## src/rtl/top_level_pkg.sv

```systemverilog
// Shared types and constants for the integer square-root core.
// Includes the FSM state encoding, memory/register sizes and fixed operand/result locations.
package top_level_pkg;

  localparam int MEM_DEPTH = 256;
  localparam int NUM_REGS  = 16;

  localparam logic [7:0] OP_HI_ADDR = 8'd16;
  localparam logic [7:0] OP_LO_ADDR = 8'd17;
  localparam logic [7:0] RES_ADDR   = 8'd18;

  localparam logic [3:0] REG_HI  = 4'd0;
  localparam logic [3:0] REG_LO  = 4'd1;
  localparam logic [3:0] REG_RES = 4'd2;

  typedef enum logic [2:0] {
    LOAD_HI,
    LOAD_LO,
    ITER,
    ROUND,
    STORE,
    DONE
  } state_t;

endpackage

```

## src/rtl/data_mem.sv

```systemverilog
// 256x8 data memory: combinational read, synchronous write, contents survive reset.
module data_mem
  import top_level_pkg::*;
(
  input  logic       clk_i,
  input  logic       we_i,
  input  logic [7:0] waddr_i,
  input  logic [7:0] wdata_i,
  input  logic [7:0] raddr_i,
  output logic [7:0] rdata_o
);

  logic [7:0] core [0:MEM_DEPTH-1];

  assign rdata_o = core[raddr_i];

  always_ff @(posedge clk_i) begin
    if (we_i) begin
      core[waddr_i] <= wdata_i;
    end
  end

endmodule

```

## src/rtl/reg_file.sv

```systemverilog
// 16x8 register file with one write port and two combinational read ports.
// Every entry is cleared asynchronously while rst_i is high.
module reg_file
  import top_level_pkg::*;
(
  input  logic       clk_i,
  input  logic       rst_i,
  input  logic       we_i,
  input  logic [3:0] waddr_i,
  input  logic [7:0] wdata_i,
  input  logic [3:0] raddr_a_i,
  output logic [7:0] rdata_a_o,
  input  logic [3:0] raddr_b_i,
  output logic [7:0] rdata_b_o
);

  logic [7:0] registers [0:NUM_REGS-1];

  assign rdata_a_o = registers[raddr_a_i];
  assign rdata_b_o = registers[raddr_b_i];

  always_ff @(posedge clk_i or posedge rst_i) begin
    if (rst_i) begin
      for (int i = 0; i < NUM_REGS; i++) begin
        registers[i] <= 8'd0;
      end
    end else if (we_i) begin
      registers[waddr_i] <= wdata_i;
    end
  end

endmodule

```

## src/rtl/top_level.sv

```systemverilog
// Fixed-function core: rounded sqrt of the 16-bit operand at core[16:17], result to core[18].
// One state per cycle; halt is registered and rises 12 edges after start is released.
module top_level
  import top_level_pkg::*;
(
  input  logic CLK,
  input  logic start,
  output logic halt
);

  state_t      state_q, state_d;
  logic [2:0]  cnt_q, cnt_d;
  logic [17:0] rem_q, rem_d;
  logic [7:0]  root_q, root_d;
  logic        halt_q, halt_d;

  logic [7:0]  mem_raddr, mem_rdata;
  logic        mem_we;
  logic        reg_we;
  logic [3:0]  reg_waddr;
  logic [7:0]  reg_wdata;
  logic [7:0]  opnd_hi, opnd_lo;

  logic [15:0] operand;
  logic [3:0]  pair_msb;
  logic [1:0]  pair;
  logic [17:0] rem_sh;
  logic [17:0] trial;

  data_mem data_mem1 (
    .clk_i   (CLK),
    .we_i    (mem_we),
    .waddr_i (RES_ADDR),
    .wdata_i (root_q),
    .raddr_i (mem_raddr),
    .rdata_o (mem_rdata)
  );

  reg_file reg_file1 (
    .clk_i     (CLK),
    .rst_i     (start),
    .we_i      (reg_we),
    .waddr_i   (reg_waddr),
    .wdata_i   (reg_wdata),
    .raddr_a_i (REG_HI),
    .rdata_a_o (opnd_hi),
    .raddr_b_i (REG_LO),
    .rdata_b_o (opnd_lo)
  );

  // Operand bits are consumed two at a time, MSB pair first.
  assign operand  = {opnd_hi, opnd_lo};
  assign pair_msb = {~cnt_q, 1'b1};
  assign pair     = operand[pair_msb -: 2];
  assign rem_sh   = {rem_q[15:0], pair};
  assign trial    = {8'd0, root_q, 2'b01};

  always_ff @(posedge CLK or posedge start) begin
    if (start) begin
      state_q <= LOAD_HI;
      cnt_q   <= 3'd0;
      rem_q   <= 18'd0;
      root_q  <= 8'd0;
      halt_q  <= 1'b0;
    end else begin
      state_q <= state_d;
      cnt_q   <= cnt_d;
      rem_q   <= rem_d;
      root_q  <= root_d;
      halt_q  <= halt_d;
    end
  end

  always_comb begin
    state_d   = state_q;
    cnt_d     = cnt_q;
    rem_d     = rem_q;
    root_d    = root_q;
    halt_d    = halt_q;
    mem_raddr = OP_HI_ADDR;
    mem_we    = 1'b0;
    reg_we    = 1'b0;
    reg_waddr = REG_HI;
    reg_wdata = mem_rdata;
    case (state_q)
      LOAD_HI: begin
        reg_we  = 1'b1;
        state_d = LOAD_LO;
      end
      LOAD_LO: begin
        mem_raddr = OP_LO_ADDR;
        reg_we    = 1'b1;
        reg_waddr = REG_LO;
        cnt_d     = 3'd0;
        rem_d     = 18'd0;
        root_d    = 8'd0;
        state_d   = ITER;
      end
      ITER: begin
        if (rem_sh >= trial) begin
          rem_d  = rem_sh - trial;
          root_d = {root_q[6:0], 1'b1};
        end else begin
          rem_d  = rem_sh;
          root_d = {root_q[6:0], 1'b0};
        end
        cnt_d = cnt_q + 3'd1;
        if (cnt_q == 3'd7) begin
          state_d = ROUND;
        end
      end
      ROUND: begin
        // rem > root means x lies past (root + 0.5)^2; clamp so 255 never wraps.
        if ((rem_q > {10'd0, root_q}) && (root_q != 8'hFF)) begin
          root_d = root_q + 8'd1;
        end
        state_d = STORE;
      end
      STORE: begin
        mem_we    = 1'b1;
        reg_we    = 1'b1;
        reg_waddr = REG_RES;
        reg_wdata = root_q;
        halt_d    = 1'b1;
        state_d   = DONE;
      end
      DONE: begin
        state_d = DONE;
      end
      default: begin
        state_d = LOAD_HI;
      end
    endcase
  end

  assign halt = halt_q;

endmodule

```

## config.mk

```make
export PLATFORM = sky130hd
export DESIGN_NAME = top_level
export DESIGN_NICKNAME = d
export VERILOG_FILES = /design/src/rtl/top_level_pkg.sv /design/src/rtl/data_mem.sv /design/src/rtl/reg_file.sv /design/src/rtl/top_level.sv
export SDC_FILE = /design/constraint.sdc
export NUM_CORES = 1
export LEC_CHECK = 0
export CAP_MARGIN = 10
export CELL_PAD_IN_SITES_DETAIL_PLACEMENT = 0
export CELL_PAD_IN_SITES_GLOBAL_PLACEMENT = 1
export CORE_AREA = 2 2 39 41
export CTS_BUF_LIST = sky130_fd_sc_hd__clkbuf_2 sky130_fd_sc_hd__clkbuf_4 sky130_fd_sc_hd__clkbuf_8
export DETAILED_ROUTE_END_ITERATION = 16
export DIE_AREA = 0 0 41 43
export PLACE_DENSITY = 0.62
export SETUP_SLACK_MARGIN = 0.02
export SLEW_MARGIN = 20
export SYNTH_ARGS = -nofsm -noshare
export SYNTH_HDL_FRONTEND = slang
export SYNTH_SLANG_ARGS = --single-unit
```

## constraint.sdc

```tcl
create_clock -name CLK -period 4.06 [get_ports CLK]
set_input_delay 0.406 -clock CLK [delete_from_list [all_inputs] [get_ports CLK]]
set_output_delay 0.406 -clock CLK [all_outputs]
set_load 0.05 [all_outputs]
```

Yosys cells after proc, flatten, opt, wreduce, memory -nomap -nowiden
Cells that the tools add are included.
{"block": "totals", "reg_bits": 7}
{"block": "classes", "eq_ne": 7, "muxes": 3, "reduce_logical": 3, "add_sub_neg": 1}
{"op": "3-bit one-hot mux with 5 select lines", "n": 1}
{"op": "3-bit equality test (second input constant)", "n": 3}
{"op": "3-bit by 2-bit equality test with 1-bit output (second input constant)", "n": 2}
{"op": "3-bit one-hot mux with 2 select lines", "n": 1}
{"op": "3-bit by 1-bit adder with 3-bit output (second input constant)", "n": 1}
{"op": "3-bit by 1-bit equality test with 1-bit output (second input constant)", "n": 1}
{"op": "3-bit logical NOT", "n": 1}
{"op": "3-bit two-way mux", "n": 1}
{"op": "2-bit != test (second input constant)", "n": 1}
{"op": "2-bit nonzero test", "n": 1}
{"op": "2-bit OR reduction", "n": 1}

Longest topological paths before layout
{"block": "logic_depth", "depth_word": 3, "depth_mapped": 4, "depth_no_buf": 4}

Worst setup path before layout
Ideal clock, no wire load.
{"block": "synth_path", "kind": "flip-flop to flip-flop", "start": "register cnt_q[0]", "end": "register cnt_q[2]", "t_arrival_ns": 1.211, "path_buffers": 0, "stages_incl_launch_ff": 5, "required_ns": 3.936, "slack_ns": 2.725, "path_cell_list": "dfrtp_1 > ha_1 > ha_1 > and4bb_1 > a211o_1"}
{"block": "synth_between", "elab_chain_cells": 2}
{"item": "start: declaration", "line_no": "top_level.sv:12", "text": "logic [2:0] cnt_q, cnt_d;"}
{"item": "start signal: assignment", "line_no": "top_level.sv:67", "text": "cnt_q <= cnt_d;"}
{"item": "3-bit by 1-bit adder with 3-bit output", "line_no": "top_level.sv:107", "text": "cnt_d = cnt_q + 3'd1;"}
{"item": "3-bit one-hot mux with 2 select lines", "line_no": "top_level.sv:85", "text": "case (state_q)"}
Every way passes these cells.
A chain may end at the register's enable or synchronous reset.

Worst setup path in the final report
{"block": "layout_path", "start": "register halt_q, in the netlist halt", "end": "output halt"}
{"item": "start: declaration", "line_no": "top_level.sv:15", "text": "logic halt_q, halt_d;"}
{"item": "start signal: assignment", "line_no": "top_level.sv:70", "text": "halt_q <= halt_d;"}
{"item": "end: declaration", "line_no": "top_level.sv:8", "text": "output logic halt"}
No word-level cell between the ends.

==> impl_metrics.toml <==
[outcome]
status = "finished clean"

[place]
place_area_sq_um = 389
pre_cts_slack_ns = 2.54
globalplace.congestion = 0.683
portBuffers = 2
dp_cells = 46
hpwl_um = 450

[setup_path]
path_delay_family = "buffers and inverters"
r2r_end = "cnt_q[2]"
critPathBufInv = 1
crit_slowest_cell = "clkdlybuf4s50_1"
crit_chain = "clkdlybuf4s50_1"
cpPeakStageDelay_ns = 0.80
r2r_start = "cnt_q[0]"
start_kind = "register"
r2r_setup_slack_ns = 2.64
arrival_ns = 1.38
worst-setup-path-type = "reg2out"
worstSetupEndpointType = "output port"
worst_ep_required_time_ns = 3.65
reg2reg_depth = 4
critPathMaxFanout = 2

[yosys]
synthArstFlopShare_pct = 100
synth.most_common_cell = "dfrtp_1"
synth_commonest_cells = "dfrtp_1, a211o_1, and3_1"
synth_area_leaders = "dfrtp_1, a211o_1, and4bb_1, ha_1, and3_1"
synth-seq-cells = 7
synth_compound_area_share_pct = 16.3
synth_top_area_share_pct = 47.6
yosys.area.top_type = "dfrtp_1"
synth_fa_ha_area_share_pct = 6.80
synth_fp_nets = 34
synth_ff_type = "dfrtp_1"
syn-cell-area_sq_um = 368
synth.area.mux_share_pct = 0
syn_area_per_cell_sq_um = 12.3
synth-edff-count = 0
synth_top_family_by_area = "simple AND/OR/NAND/NOR gates"
synthSimpleGateAreaFrac_pct = 20.7
syn_inst = 30
synth_xor_area_share_pct = 2.38
ys_warn_count = 0
synth.distinct_cells = 17
yosysSeqAreaShare_pct = 47.6

[finish]
n_fill_cell = 150
num-nets-final = 39
final_area_sq_um = 419
fin_cells = 50
area_delta_synth_final_pct = 13.9
diodes = 0
drive_gt1_share_pct = 17.6

[flow_run]
cap_violations = 0

[timing]
maxSlewHeadroom_pct = 67.2
hold_slack_ns = 0.396
setup_violations = 0
fin_tns_setup_ns = 0
rsz0062_at_grt = "false"
maxSlewViolCount = 0
hold_viol = 0
finalCritPeriodShare_pct = 44.0
max_freq_mhz = 560
final.min_clock_period_ns = 1.79
tightest_slew_ns = 0.491
clock_skew_ns = 0.000515
fin_ws_ns = 2.27

[clocking]
cts.reportedPaths.clkPinSlew_ns = 0.05
cts.sinks = 7
htree_levels = 1
hold_buffers = 0
cts_buffers = 3
cts_resized = 0
clock_latency_ns = 0.25
cts_tree = "yes"
clock_path_buffers = 2
postCtsSetupBuffers = 0
cts_root_buffer = "clkbuf_4"

[drt]
drtPass1Iterations = 2
vias_per_cell = 4.94
drt-total-wl_um = 598
drtAntennaViolNets = 0
vias = 247
drc = 0
routedWlPerCell_um = 12.0
dr.first_iter.drc_count = 2

[global_routing]
grt_first_pass_wirelength_um = 931
antenna_found_initial = 0
grt_start_max_net_pins = 12
overflow = 0
grt_pass1_vias = 264
grtUsageTotal_pct = 8.22

[floorplan]
initial_utilization_pct = 26.6
die_w_um = 41
core-area_sq_um = 1380
die_h_um = 43
boundaryPins = 3
die_area_sq_um = 1760
rows = 14

[hold_path]
holdCritPathClass = "in2async"

[pwr]
power_density_nw_per_um2 = 337
ir_drop_mv = 0.153
p_leak_nw = 0.231
==> registers in the layout (all words and copies together) (netlist names) <==
signal,flops
halt,1
state_q,3
cnt_q,3
==> cell families (layout without fill, tap and decap cells) <==
logic type	Yosys count	in the layout
AOI/OAI and AO/OA	7	7
xor gates and xnor gates	1	1
adders and majority gates	2	2
buffers and inverters	3	7
DFF	7	7
and+or+nand+nor	10	10
==> worst max path at each step <==
stage,startpoint,end,slack (ns),depth (start not counted)
final,halt,halt,2.27,1
after global routing,halt,halt,2.23,1
after CTS,halt,halt,2.26,1
after detailed placement,halt,halt,2.54,1
after global placement,halt,halt,2.54,1
after floorplan,cnt_q[0],cnt_q[2],2.73,4
==> cell usage in the layout (no fill, tap or decap), drive strengths merged <==
| cell | synthesis | routed |
|---|---|---|
| dfrtp | 7 | 7 |
| clkbuf | 0 | 4 |
| and3 | 3 | 3 |
| a211o | 3 | 3 |
| nand2b | 2 | 2 |
| and4bb | 2 | 2 |
| ha | 2 | 2 |
| clkdlybuf4s50 | 0 | 2 |
| o21bai | 2 | 2 |
| xnor2 | 1 | 1 |
| nor2 | 1 | 1 |
| nor4b | 1 | 1 |
| inv | 1 | 1 |
| and2b | 1 | 1 |
| a21bo | 1 | 1 |
| a21oi | 1 | 1 |
==> metrics by stage <==
step	total power [W]	utilization, %
finish	0.000141	30.3
global route	0.000149	30.3
CTS	0.000146	30.3
detailed placement	0.0000736	28.1
global placement	0.0000734	28.1
floorplan	0.0000721	-
==> layout make-up <==
cell class	instances	area, sq um	area share [%]
flip-flops and latches	7	175	41.8
multi-input cells	20	170	40.6
clock buffers	4	30.0	7.16
repair buffers	2	20.0	4.78
well taps	16	20.0	4.78
inverters	1	3.75	0.896
==> report_power, final <==
group / leakage [nW] / total (W) / internal [W] / switching (W)
logic: 0.130 / 0.00000237 / 0.000000899 / 0.00000147
clock network: 0.0184 / 0.0000690 / 0.0000441 / 0.0000249
registers: 0.0822 / 0.0000699 / 0.0000699 / 0
==> routing by layer <==
metal	routed length (um)	track usage (%)
met5	0	0
met4	0	9.33
met3	10	1.57
met2	353	13.1
met1	234	7.31
Note: power is estimated with default switching activity, not from simulation.
